[config.mk]
export PLATFORM = sky130hd
export DESIGN_NAME = majority_voter_n_flat
export DESIGN_NICKNAME = d
export VERILOG_FILES = /design/src/rtl/majority_voter_n_if.sv /design/src/rtl/majority_voter_n.sv /design/src/flat_wrapper.sv
export SDC_FILE = /design/constraint.sdc
export NUM_CORES = 1
export LEC_CHECK = 0
export CAP_MARGIN = 0
export CORE_MARGIN = 2
export CORE_UTILIZATION = 49
export DETAILED_ROUTE_END_ITERATION = 8
export GPL_TIMING_DRIVEN = 0
export PLACE_DENSITY = 0.86
export SLEW_MARGIN = 20
export SYNTH_ARGS = -nofsm -noshare
export SYNTH_HDL_FRONTEND = slang
export SYNTH_SLANG_ARGS = --single-unit
[constraint.sdc]
create_clock -name clk -period 2.75 [get_ports clk]
set_input_delay 0.55 -clock clk [delete_from_list [all_inputs] [get_ports clk]]
set_output_delay 0.55 -clock clk [all_outputs]
set_load 0.05 [all_outputs]
[src/rtl/majority_voter_n_if.sv]
// Sample/vote bundle for the N-channel majority voter.
// Master drives samples and fault clear; slave returns vote and health.
interface majority_voter_n_if #(
  parameter int N     = 3,
  parameter int W     = 1,
  parameter int CNT_W = 8
);
  logic             in_valid;
  logic [N*W-1:0]   in_data;
  logic             clr_fault;
  logic [W-1:0]     out;
  logic             out_valid;
  logic             tie;
  logic             no_quorum;
  logic [N-1:0]     mismatch;
  logic [N-1:0]     fault;
  logic [CNT_W-1:0] err_cnt;

  modport master (
    output in_valid,
    output in_data,
    output clr_fault,
    input  out,
    input  out_valid,
    input  tie,
    input  no_quorum,
    input  mismatch,
    input  fault,
    input  err_cnt
  );

  modport slave (
    input  in_valid,
    input  in_data,
    input  clr_fault,
    output out,
    output out_valid,
    output tie,
    output no_quorum,
    output mismatch,
    output fault,
    output err_cnt
  );
endinterface

[src/rtl/majority_voter_n.sv]
// N-channel bitwise majority voter with per-channel fault latching.
// Faulted channels drop out of the vote until cleared or reset.
module majority_voter_n #(
  parameter int N            = 3,
  parameter int W            = 1,
  parameter int FAULT_THRESH = 4,
  parameter int CNT_W        = 8
) (
  input logic              clk,
  input logic              rst,
  majority_voter_n_if.slave bus
);
  localparam int AW = 6;
  localparam int TW = 4;

  logic [N-1:0]  active;
  logic [AW-1:0] acnt;
  logic [AW-1:0] ones;
  logic [AW-1:0] dbl;
  logic [W-1:0]  vote;
  logic          tie_c;
  logic          nq_c;
  logic [N-1:0]  mm_c;
  logic [TW-1:0] cnt [N];

  assign active = ~bus.fault;

  always_comb begin
    acnt  = '0;
    ones  = '0;
    dbl   = '0;
    vote  = '0;
    tie_c = 1'b0;
    mm_c  = '0;
    for (int k = 0; k < N; k++) begin
      if (active[k]) acnt = acnt + AW'(1);
    end
    // 2*ones vs A avoids any division for even active counts
    for (int i = 0; i < W; i++) begin
      ones = '0;
      for (int k = 0; k < N; k++) begin
        if (active[k] && bus.in_data[k*W+i])
          ones = ones + AW'(1);
      end
      dbl = {ones[AW-2:0], 1'b0};
      if (dbl > acnt)
        vote[i] = 1'b1;
      else if (dbl == acnt && acnt != '0)
        tie_c = 1'b1;
    end
    for (int k = 0; k < N; k++) begin
      mm_c[k] = active[k] &&
        (bus.in_data[k*W +: W] != vote);
    end
    nq_c = (acnt == '0);
  end

  always_ff @(posedge clk) begin
    if (rst) begin
      bus.out       <= '0;
      bus.out_valid <= 1'b0;
      bus.tie       <= 1'b0;
      bus.no_quorum <= 1'b0;
      bus.mismatch  <= '0;
      bus.fault     <= '0;
      bus.err_cnt   <= '0;
      for (int k = 0; k < N; k++)
        cnt[k] <= '0;
    end else begin
      bus.out_valid <= bus.in_valid;
      if (bus.in_valid) begin
        bus.out       <= vote;
        bus.tie       <= tie_c;
        bus.no_quorum <= nq_c;
        bus.mismatch  <= mm_c;
        if (|mm_c && bus.err_cnt != '1)
          bus.err_cnt <= bus.err_cnt + CNT_W'(1);
      end
      // clear wins over counter/fault updates of the same edge
      if (bus.clr_fault) begin
        bus.fault <= '0;
        for (int k = 0; k < N; k++)
          cnt[k] <= '0;
      end else if (bus.in_valid) begin
        for (int k = 0; k < N; k++) begin
          if (!mm_c[k]) begin
            cnt[k] <= '0;
          end else if (cnt[k] + TW'(1) ==
                       TW'(FAULT_THRESH)) begin
            bus.fault[k] <= 1'b1;
            cnt[k]       <= '0;
          end else begin
            cnt[k] <= cnt[k] + TW'(1);
          end
        end
      end
    end
  end
endmodule
[src/flat_wrapper.sv]
// flat-port wrapper written by rule: the top's interface ports become plain ports
module majority_voter_n_flat 
#(
  parameter int N            = 3,
  parameter int W            = 1,
  parameter int FAULT_THRESH = 4,
  parameter int CNT_W        = 8
)
  (clk, rst, bus_in_valid, bus_in_data, bus_clr_fault, bus_out, bus_out_valid, bus_tie, bus_no_quorum, bus_mismatch, bus_fault, bus_err_cnt);
  majority_voter_n_if #(.N(N), .W(W), .CNT_W(CNT_W)) bus_i ();
  input logic clk;
  input logic rst;
  input wire logic [$bits(bus_i.in_valid)-1:0] bus_in_valid;
  input wire logic [$bits(bus_i.in_data)-1:0] bus_in_data;
  input wire logic [$bits(bus_i.clr_fault)-1:0] bus_clr_fault;
  output wire logic [$bits(bus_i.out)-1:0] bus_out;
  output wire logic [$bits(bus_i.out_valid)-1:0] bus_out_valid;
  output wire logic [$bits(bus_i.tie)-1:0] bus_tie;
  output wire logic [$bits(bus_i.no_quorum)-1:0] bus_no_quorum;
  output wire logic [$bits(bus_i.mismatch)-1:0] bus_mismatch;
  output wire logic [$bits(bus_i.fault)-1:0] bus_fault;
  output wire logic [$bits(bus_i.err_cnt)-1:0] bus_err_cnt;
  assign bus_i.in_valid = bus_in_valid;
  assign bus_i.in_data = bus_in_data;
  assign bus_i.clr_fault = bus_clr_fault;
  assign bus_out = bus_i.out;
  assign bus_out_valid = bus_i.out_valid;
  assign bus_tie = bus_i.tie;
  assign bus_no_quorum = bus_i.no_quorum;
  assign bus_mismatch = bus_i.mismatch;
  assign bus_fault = bus_i.fault;
  assign bus_err_cnt = bus_i.err_cnt;
  majority_voter_n #(.N(N), .W(W), .FAULT_THRESH(FAULT_THRESH), .CNT_W(CNT_W)) u_core (.clk(clk), .rst(rst), .bus(bus_i));
endmodule
# After elaboration in Yosys (flattened, before gate mapping)

Memory sizes are Yosys's and may differ from the RTL's.
Cells that the tools add are included.

Multipliers: 0
Eq/ne operators: 8
Shifts and indexed selects: 0
$lt $le $gt $ge: 1
Reductions and logical operators: 16
Div/mod/pow operators: 0
Multiplexer cells: 77
Add/subtract/negate cells: 8
Bitwise logic cells: 13

Operator list:

| cell                                                 | number |
|---|---|
| 2-to-1 mux 1 bit                                     | 61 |
| 2-to-1 mux 4 bit                                     | 12 |
| adder 4 x 1 -> 4 bit (second input constant)         | 3 |
| equality test 4 x 3 -> 1 bit (second input constant) | 3 |
| 2-to-1 mux 6 bit                                     | 2 |
| OR 1 bit                                             | 12 |
| AND reduction 3 bit                                  | 3 |
| adder 8 x 1 -> 8 bit (second input constant)         | 1 |
| logical AND 1 bit                                    | 8 |
| inequality test 8 bit (second input constant)        | 1 |
| adder 6 x 1 -> 6 bit (second input constant)         | 1 |
| equality test 6 bit                                  | 1 |
| greater-than comparator 6 bit                        | 1 |
| zero test 6 bit                                      | 1 |
| nonzero test 6 bit                                   | 1 |
| adder 5 x 1 -> 5 bit (second input constant)         | 1 |
| 2-to-1 mux 5 bit                                     | 1 |
| adder 1 x 1 -> 2 bit (second input constant)         | 2 |
| inequality test 1 bit                                | 3 |
| NOT 3 bit                                            | 1 |
| OR reduction 3 bit                                   | 1 |
| 2-to-1 mux 2 bit                                     | 1 |
| AND reduction 2 bit                                  | 1 |
| OR reduction 2 bit                                   | 1 |

Latch bits: 0
Word-level logic and storage cells: 133
Memories: 1
ROM bits: 0
Bits in writable memories: 12
Input port bits: 7
Flip-flop bits (word level): 18

Memory list:

| memory     | words | width | read ports | clocked after Yosys merged registers in | wr ports | line                   | source |
|---|---|---|---|---|---|---|---|
| u_core.cnt | 3     | 4     | 3          | 0                                       | 3        | majority_voter_n.sv:24 | `logic [TW-1:0] cnt [N];` |

# Longest topological paths before layout

Gate-level depths: netlist (run 1).

Word-level depth: 19
Gate-level depth with buffers: 14
Depth with buffers taken out: 14

# Worst setup path before layout (run 1)

OpenSTA, ideal clock, no wires.

Path kind: flip-flop to flip-flop
From: register u_core.bus.fault[1]
To: register u_core.bus.err_cnt[4]
Path slack: -504 ps
Path buffers: 0
Arrival: 3,131 ps
Clock period less this slack: 3,254 ps
Required time: 2,627 ps
Stages on the path, launching flop included: 13
Setup time: 123 ps
Cells stage by stage: dfxtp_1 > inv_1 > ha_1 > and2b_2 > nand2_1 > ha_1 > a21oi_1 > a31oi_1 > or3_2 > nand3_2 > a31oi_4 > nand4_1 > mux2_1

Longest elaborated chain between the ends: 12
Elaborated cells on any way between the ends: 19
Those cells by class: 2 x add/sub; 1 x order compare; 3 x eq/ne; 5 x mux; 1 x bitwise; 7 x reduce/logical

RTL lines:

| item                              | line                      | source |
|---|---|---|
| from (decl)                       | majority_voter_n_if.sv:41 | `output fault,` |
| from (signal assigned)            | majority_voter_n.sv:65    | `bus.fault <= '0;` |
| from (signal assigned)            | majority_voter_n.sv:81    | `bus.fault <= '0;` |
| from (signal, indexed assignment) | majority_voter_n.sv:90    | `bus.fault[k] <= 1'b1;` |
| NOT 3 bit *                       | majority_voter_n.sv:26    | `assign active = ~bus.fault;` |
| logical AND 1 bit                 | majority_voter_n.sv:42    | `if (active[k] && bus.in_data[k*W+i])` |
| 2-to-1 mux 2 bit                  | majority_voter_n.sv:42    |  |
| adder 5 x 1 -> 5 bit              | majority_voter_n.sv:43    | `ones = ones + AW'(1);` |
| 2-to-1 mux 5 bit                  | majority_voter_n.sv:42    |  |
| greater-than comparator 6 bit     | majority_voter_n.sv:46    | `if (dbl > acnt)` |
| 2-to-1 mux 1 bit                  | majority_voter_n.sv:46    |  |
| inequality test 1 bit             | majority_voter_n.sv:53    | `(bus.in_data[k*W +: W] != vote);` |
| logical AND 1 bit                 | majority_voter_n.sv:52    | `mm_c[k] = active[k] &&` |
| OR reduction 3 bit *              | majority_voter_n.sv:76    | `if (\|mm_c && bus.err_cnt != '1)` |
| logical AND 1 bit *               | majority_voter_n.sv:76    |  |
| AND reduction 2 bit (no line) *   | -                         |  |
| to (signal assigned)              | majority_voter_n.sv:77    | `bus.err_cnt <= bus.err_cnt + CNT_W'(1);` |
| to (decl)                         | majority_voter_n_if.sv:42 | `output err_cnt` |

Every way passes the cells marked *; elsewhere a longest branch is shown, timed or not.
A chain may end at the register's enable or synchronous reset.

# Final worst setup path (run 1)

From: register u_core.bus.fault[0]
To: register u_core.bus.err_cnt[4]

Longest elaborated chain between the ends: 14
Elaborated cells on any way between the ends: 23
Those cells by class: 4 x add/sub; 1 x order compare; 3 x eq/ne; 7 x mux; 1 x bitwise; 7 x reduce/logical

RTL lines:

| item                            | line |
|---|---|
| NOT 3 bit *                     | majority_voter_n.sv:26 |
| logical AND 1 bit               | majority_voter_n.sv:42 |
| 2-to-1 mux 1 bit                | majority_voter_n.sv:42 |
| adder 1 x 1 -> 2 bit            | majority_voter_n.sv:43 |
| 2-to-1 mux 2 bit                | majority_voter_n.sv:42 |
| adder 5 x 1 -> 5 bit            | majority_voter_n.sv:43 |
| 2-to-1 mux 5 bit                | majority_voter_n.sv:42 |
| greater-than comparator 6 bit   | majority_voter_n.sv:46 |
| 2-to-1 mux 1 bit                | majority_voter_n.sv:46 |
| inequality test 1 bit           | majority_voter_n.sv:53 |
| logical AND 1 bit               | majority_voter_n.sv:52 |
| OR reduction 3 bit *            | majority_voter_n.sv:76 |
| logical AND 1 bit *             | majority_voter_n.sv:76 |
| AND reduction 2 bit (no line) * | - |

Marked as above.

==> results of run 1 <==
-- final cells by class --
type / instances / area share
multi-input combinational: 146 / 0.472
sequential: 30 / 0.309
timing repair buffer: 33 / 0.127
tap: 46 / 0.0244
clock buffer: 7 / 0.0233
buffer: 6 / 0.0233
inverter: 11 / 0.0186
clock inverter: 1 / 0.00212
-- sequential cells by signal, indices dropped and copies added (netlist names) --
| signal | cells |
|---|---|
| u_core.bus.no_quorum | 1 |
| u_core.cnt | 12 |
| u_core.bus.mismatch | 3 |
| u_core.bus.out | 1 |
| u_core.bus.err_cnt | 8 |
| u_core.bus.out_valid | 1 |
| u_core.bus.tie | 1 |
| u_core.bus.fault | 3 |
-- path summary, 6_finish.rpt --
path                   startpoint  slack [ps]               endpoint  cells past startpoint
max           u_core.bus.fault[0]          90  u_core.bus.err_cnt[4]                     12
min                           rst         430    u_core.bus.fault[1]                      2
max reg2reg   u_core.bus.fault[0]          90  u_core.bus.err_cnt[4]                     12
min reg2reg  u_core.bus.no_quorum         510   u_core.bus.no_quorum                      2
-- repair_timing --
item | CTS | global route
hold endpoints to repair | 0 | 0
pin swaps | 9 | 8
setup endpoints to repair | 20 | 16
gates resized for setup | 11 | 9
buffers inserted | 8 | 3
-- worst max-delay path, stage by stage (launching register included) --
cell	delay (ps)
dfxtp_4	400
inv_2	70
ha_4	280
and2b_2	160
nand2_2	60
ha_4	300
a21oi_4	70
buf_4	140
o21ai_4	200
mux2i_4	320
a31oi_4	130
nand4_1	120
mux2_1	320
-- report_power, final --
group | internal [mW] | leakage [nW] | switching [mW]
registers | 0.478 | 0.289 | 0.0170
logic | 0.0961 | 0.608 | 0.121
clock network | 0.124 | 0.0353 | 0.154
-- metal layers --
| layer | up-vias | track usage | wire [µm] |
|---|---|---|---|
| met5 | - | 0 | 0 |
| met4 | 0 | 0.0924 | 51 |
| met3 | 5 | 0.0440 | 164 |
| met2 | 30 | 0.352 | 1940 |
| met1 | 701 | 0.233 | 1610 |
| li1 | 746 | - | - |
-- kinds of logic after synthesis --
| kind of cell | Yosys count |
|---|---|
| multiplexers | 4 |
| buffers and inverters | 17 |
| AO/OA/AOI/OAI | 31 |
| AND/OR/NAND/NOR | 87 |
| adder cells (fa/ha/maj) | 13 |
| flip-flops | 30 |
| XOR/XNOR | 11 |
-- layout by cell type (no fill, tap or decap), types with 3 or more instances in the layout --
cell             count
clkbuf_1             3
clkbuf_4             5
or3_4                3
nor3_1               4
buf_6                3
ha_1                 9
nor2b_1              3
xor2_1               5
clkdlybuf4s50_1     19
ha_4                 4
nand2_1             11
buf_4               11
nand3_1              9
edfxtp_1            12
nor2_1              35
a21o_1               3
dfxtp_1             15
xnor2_1              5
inv_1                8
a21oi_1             10
==> flow_summary.yaml, run 1 <==
place:
  io_buffer_count: 22
  place_area_mm2: 0.00215
  place_hpwl_um: 2610
  dp_cells: 261
  gp_congestion: 0.788
  pre_cts_ws_ps: -712
setup_path:
  required_ps: 2980
  worstPathMaxFanout: 5
  end_kind: "flop"
  worst_setup_path_start_kind: "flop"
  critical_path_arrival_ps: 2900
  critPathKind: "flop to flop"
finish:
  diodes: 0
  final-seq-area_um2: 729
  fillCellCount: 252
  nets: 253
  fin_area_mm2: 0.00236
  area_growth_pct: 33.5
  drive_gt1_frac: 0.252
  multi_input_area_mm2: 0.00111
  fin_cells: 280
  utilization: 0.696
routing:
  vias_per_cell: 5.29
  drc: 0
  first_iter_violations: 59
  vias: 1482
  wl_um: 3770
  ant_nets: 0
  firstDrtPassIters: 4
  wl_per_cell_um: 13.5
timing:
  period_minus_slack_ps: 2660
  fmax_mhz: 375
  period_share: 0.969
  hold_viol: 0
  finalSetupTns_ps: 0
  skew_ps: 4.04
  max_slew_margin: 0.651
  worst_slew_pin_slew_ps: 522
  setup_viol: 0
  holdWs_ps: 428
  slew_viol_final: 0
  layout_setup_ws_ps: 85.0
clock_tree:
  clk_latency_ps: 340
  cts_made_buffers: 5
  h-tree-depth: 2
  clk_pin_slew_ps: 90
  postCtsHoldBufs: 0
  ctsRootBufferMaster: "clkbuf_4"
  tritoncts: "yes"
  cts_buffer_depth: 2
  cts_sinks: 30
synth:
  synth_top_cell_by_area: "dfxtp_1"
  synth_compound_area_frac: 0.122
  ys_warn_count: 0
  synth-xor-area-share: 0.0545
  syn_avg_cell_area_um2: 9.16
  syn_inst: 193
  synth_top_cells_by_area: "dfxtp_1 20%, edfxtp_1 20%, ha_1 9.2%, nor2_1 7.6%, a21oi_1 3.4%"
  syn_nets: 213
  async_reset_ff_frac: 0
  synth_top_area_share: 0.204
  synthAdderAreaFrac: 0.0920
  synthMuxAreaShare: 0.0262
  synth.most_common_cell: "nor2_1"
  synth_edf_count: 12
  ys_types: 43
  seq_area_frac_synth: 0.408
  synth_common_cells: "36 x nor2_1, 18 x dfxtp_1, 13 x ha_1, 13 x nand2_1"
  synth_top_family_by_area: "simple AND/OR/NAND/NOR gates"
  syn-cell-area_mm2: 0.00177
  synth_simple_gate_area_share: 0.243
  ys_ff_latch: 30
  synth_ff_type: "dfxtp_1"
power:
  power_density_mw_per_mm2: 419
  p_leak_nw: 0.932
  p_total_mw: 0.989
  vdd_drop_max_v: 0.000405
floorplanning:
  die_w_um: 64.1
  pin_count: 25
  die_h_um: 64.1
  coreArea_mm2: 0.00339
  fp-row-count: 21
  start_util: 0.522
  die-area_mm2: 0.00410
global_route:
  grt_pass1_wl_um: 6340
  grt_pass1_vias: 1484
  grt_max_degree: 11
  antenna_found_initial: 0
  grt_overflow_total: 0
  grt_usage: 0.201
flow_run:
  drv_cap: 0
run_status:
  status: "complete, no violations"
worst_hold_path:
  hold_path.class: "input pin to flop"
(Power assumes the default switching activity.)
==> run 2: changes to the inputs <==
==> constraint.sdc (replaced) <==
create_clock -name clk -period 2.75 [get_ports clk]
set_input_delay 0.55 -clock clk [delete_from_list [all_inputs] [get_ports clk]]
set_output_delay 0.55 -clock clk [all_outputs]
set_load 0.01 [all_outputs]
==> flow_summary.yaml, run 2 (synthesis results as in run 1) <==
routing:
  first_iter_violations: 54
  wl_per_cell_um: 12.4
  vias: 1442
  ant_nets: 0
  drc: 0
  firstDrtPassIters: 4
  vias_per_cell: 5.19
  wl_um: 3450
finish:
  top_regs: "u_core.cnt (12), u_core.bus.err_cnt (8)"
  drive_gt1_frac: 0.241
  diodes: 0
  utilization: 0.688
  final_cell_mix: "35 x nor2_1, 19 x clkdlybuf4s50_1, 16 x dfxtp_1"
  fillCellCount: 254
  largest_reg_flops: 12
  nets: 251
  top_register: "u_core.cnt"
  layout_commonest_cell: "nor2_1"
  area_growth_pct: 32.0
setup_path:
  max_stage_delay_ps: 420
  critical_path_arrival_ps: 2860
  worst_setup_path_start_kind: "input pin"
  required_ps: 2960
  crit_slowest_cell: "or3_1"
  crit_chain: "dlygate4sd2_1, nand2_2, inv_2, ha_4, xor2_1, ha_1, a31oi_4, or3_4, nand3_4, or3_1, o21ba_2"
  worstPathMaxFanout: 4
  end_kind: "flop"
  critPathKind: "input pin to flop"
floorplanning:
  die_w_um: 64.1
  die-area_mm2: 0.00410
  fp-row-count: 21
  coreArea_mm2: 0.00339
  start_util: 0.522
  pin_count: 25
  die_h_um: 64.1
timing:
  setup_viol: 0
  slew_viol_final: 0
  layout_setup_ws_ps: 98.3
  max_slew_margin: 0.684
  fmax_mhz: 377
  skew_ps: 12.3
  period_share: 0.964
  worst_slew_pin_slew_ps: 473
  period_minus_slack_ps: 2650
  hold_viol: 0
power:
  p_total_mw: 0.956
  power_density_mw_per_mm2: 410
  p_leak_nw: 0.926
  vdd_drop_max_v: 0.000287
global_route:
  grt_pass1_vias: 1355
  grt_max_degree: 11
  grt_overflow_total: 0
  antenna_found_initial: 0
  grt_usage: 0.182
  grt_pass1_wl_um: 5870
clock_tree:
  cts_buffer_depth: 2
  h-tree-depth: 2
  tritoncts: "yes"
  clk_pin_slew_ps: 100
  cts_sinks: 30
  ctsRootBufferMaster: "clkbuf_4"
  cts_made_buffers: 5
  clk_latency_ps: 330
place:
  pre_cts_ws_ps: -724
  place_hpwl_um: 2510
  gp_congestion: 0.756
  io_buffer_count: 22
flow_run:
  drv_cap: 0
run_status:
  status: "complete, no violations"
worst_hold_path:
  hold_path.class: "input pin to flop"
==> run 2: repair_timing <==
action / in CTS / in global routing
setup buffers: 6 / 3
hold buffers: 0 / 0
resized for setup: 8 / 12
endpoints found under the setup margin: 20 / 19
pin swaps: 6 / 10
==> run 2: per-layer routing <==
layer,vias to the layer above,global-route usage,part of all wire
met4,0,0.0761,0.014
met1,666,0.223,0.44
met2,31,0.302,0.49
met3,6,0.0475,0.058
met5,-,0,0
li1,739,-,-
==> run 2: critical path, delay by kind of cell <==
kind | cells | cell delay, ps
AOI/OAI and AO/OA | 2 | 490
adders and majority gates | 2 | 560
xor gates and xnor gates | 1 | 140
and+or+nand+nor | 4 | 800
buffers and inverters | 2 | 330
==> run 2: final timing paths <==
check                      start               endpoint  slack, ps  depth (start not counted)
min                          rst  u_core.bus.err_cnt[5]        430                          2
max               bus_in_data[1]       u_core.cnt[0][2]        100                         11
min reg2reg       u_core.bus.out         u_core.bus.out        500                          2
max reg2reg  u_core.bus.fault[0]  u_core.bus.err_cnt[4]        110                         12
==> run 2: layout make-up <==
type | instances | area [µm²] | area share
well taps | 46 | 57.6 | 0.0247
plain buffers | 6 | 55.1 | 0.0236
multi-input cells | 146 | 1100 | 0.471
flip-flops and latches | 30 | 726 | 0.311
clock inverters | 2 | 11.3 | 0.00483
inverters | 11 | 41.3 | 0.0177
repair buffers | 31 | 292 | 0.125
clock buffers | 6 | 51.3 | 0.0220
==> run 2: where the power goes <==
group / total [mW] / leakage, nW / switching [mW] / internal (mW)
registers: 0.495 / 0.288 / 0.0165 / 0.479
clock network: 0.280 / 0.0386 / 0.157 / 0.124
logic: 0.181 / 0.599 / 0.0883 / 0.0925
==> run 2: metrics by stage <==
step	area, µm²	setup TNS [ps]	std cells	hold slack (ps)
floorplan	1870	0	193	495
finish	2330	0	278	431
global route	2330	-28.3	278	424
global placement	2140	-10420	261	477
detailed placement	2140	-11470	261	487
CTS	2280	-20.0	275	427
==> run 3: changes to the inputs <==
--- a/config.mk
+++ b/config.mk
@@ -5,8 +5,8 @@
 export SDC_FILE = /design/constraint.sdc
 export NUM_CORES = 1
 export LEC_CHECK = 0
+export ABC_CLOCK_PERIOD_IN_PS = 2750
 export CAP_MARGIN = 0
-export CORE_MARGIN = 2
 export CORE_UTILIZATION = 49
 export DETAILED_ROUTE_END_ITERATION = 8
 export GPL_TIMING_DRIVEN = 0
==> flow_summary.yaml, run 3 (synthesis results as in run 1) <==
power:
  p_total_mw: 0.953
  vdd_drop_max_v: 0.000369
  power_density_mw_per_mm2: 402
  p_leak_nw: 0.930
finish:
  top_register: "u_core.cnt"
  diodes: 0
  top_regs: "u_core.cnt (12), u_core.bus.err_cnt (8)"
  fillCellCount: 251
  nets: 252
  fin_area_mm2: 0.00237
  drive_gt1_frac: 0.249
  fin_cells: 279
  layout_commonest_cell: "nor2_1"
  final_cell_mix: "35 x nor2_1, 19 x clkdlybuf4s50_1, 16 x dfxtp_1"
  largest_reg_flops: 12
  utilization: 0.700
  area_growth_pct: 34.2
routing:
  vias_per_cell: 5.19
  vias: 1448
  wl_per_cell_um: 13.2
  firstDrtPassIters: 4
  first_iter_violations: 64
  wl_um: 3690
  drc: 0
  ant_nets: 0
global_route:
  grt_overflow_total: 0
  antenna_found_initial: 0
  grt_pass1_wl_um: 5420
  grt_usage: 0.196
  grt_max_degree: 11
  grt_pass1_vias: 1317
timing:
  max_slew_margin: 0.647
  period_minus_slack_ps: 2680
  finalSetupTns_ps: 0
  hold_viol: 0
  worst_slew_pin_slew_ps: 527
  fmax_mhz: 373
  holdWs_ps: 445
  period_share: 0.976
  setup_viol: 0
  slew_viol_final: 0
  skew_ps: 10.9
  layout_setup_ws_ps: 65.9
flow_run:
  drv_cap: 0
setup_path:
  critPathKind: "input pin to flop"
  worst_setup_path_start_kind: "input pin"
  critical_path_arrival_ps: 2900
  required_ps: 2970
  worstPathMaxFanout: 3
  end_kind: "flop"
place:
  gp_congestion: 0.755
  dp_cells: 261
  place_area_mm2: 0.00214
  place_hpwl_um: 2510
  io_buffer_count: 22
  pre_cts_ws_ps: -718
clock_tree:
  cts_sinks: 30
  clk_latency_ps: 330
  clk_pin_slew_ps: 90
  tritoncts: "yes"
  h-tree-depth: 2
  cts_buffer_depth: 2
  ctsRootBufferMaster: "clkbuf_4"
  cts_made_buffers: 5
floorplanning:
  die_w_um: 62.1
  die_h_um: 62.1
  pin_count: 25
  coreArea_mm2: 0.00339
  fp-row-count: 21
  die-area_mm2: 0.00385
  start_util: 0.522
run_status:
  status: "complete, no violations"
worst_hold_path:
  hold_path.class: "input pin to flop"
-- run 3: changes by cell type in the layout (fill, tap and decap cells not counted), sizes merged --
cell | previous run | this run
buf | 12 | 13
clkinv | 1 | 0
inv | 12 | 11
clkbuf | 10 | 12
-- run 3: power by group --
part / internal, mW / switching (mW)
logic: 0.0908 / 0.0918
clock network: 0.126 / 0.150
registers: 0.478 / 0.0166
total: 0.695 / 0.258
-- run 3: final cells by class --
type	count	area [µm²]	share of cell area
well taps	46	57.6	0.0243
clock buffers	8	58.8	0.0248
multi-input cells	146	1130	0.477
repair buffers	32	299	0.126
flip-flops and latches	30	728	0.307
plain buffers	6	55.1	0.0232
inverters	11	41.3	0.0174
-- run 3: final timing paths --
path                   startpoint                    end  slack [ps]  depth (start not counted)
max                bus_in_data[1]  u_core.bus.err_cnt[4]          70                         12
min                           rst  u_core.bus.err_cnt[5]         440                          2
max reg2reg   u_core.bus.fault[0]  u_core.bus.err_cnt[4]          80                         13
min reg2reg  u_core.bus.no_quorum   u_core.bus.no_quorum         500                          2
-- run 3: timing repair --
item	in CTS	in global routing
buffers inserted	8	2
hold buffers	0	0
cloned	0	0
resized for setup	11	15
setup endpoints to repair	20	20
pin swaps	6	10
-- run 3: critical path: stages --
cell	delay [ps]
dlygate4sd2_1	270
nand2_2	90
inv_2	50
ha_4	240
xor2_1	160
ha_1	320
and3_4	200
o21ai_4	170
mux2i_4	320
a31oi_4	120
nand4_1	120
mux2_4	310
-- run 3: layer usage --
metal  vias to the layer above  GRT usage  share of wire
met2                        27      0.333           0.49
met4                         0     0.0730          0.020
met1                       667      0.232           0.45
met5                         -          0              0
met3                         9     0.0600          0.036
li1                        745          -              -
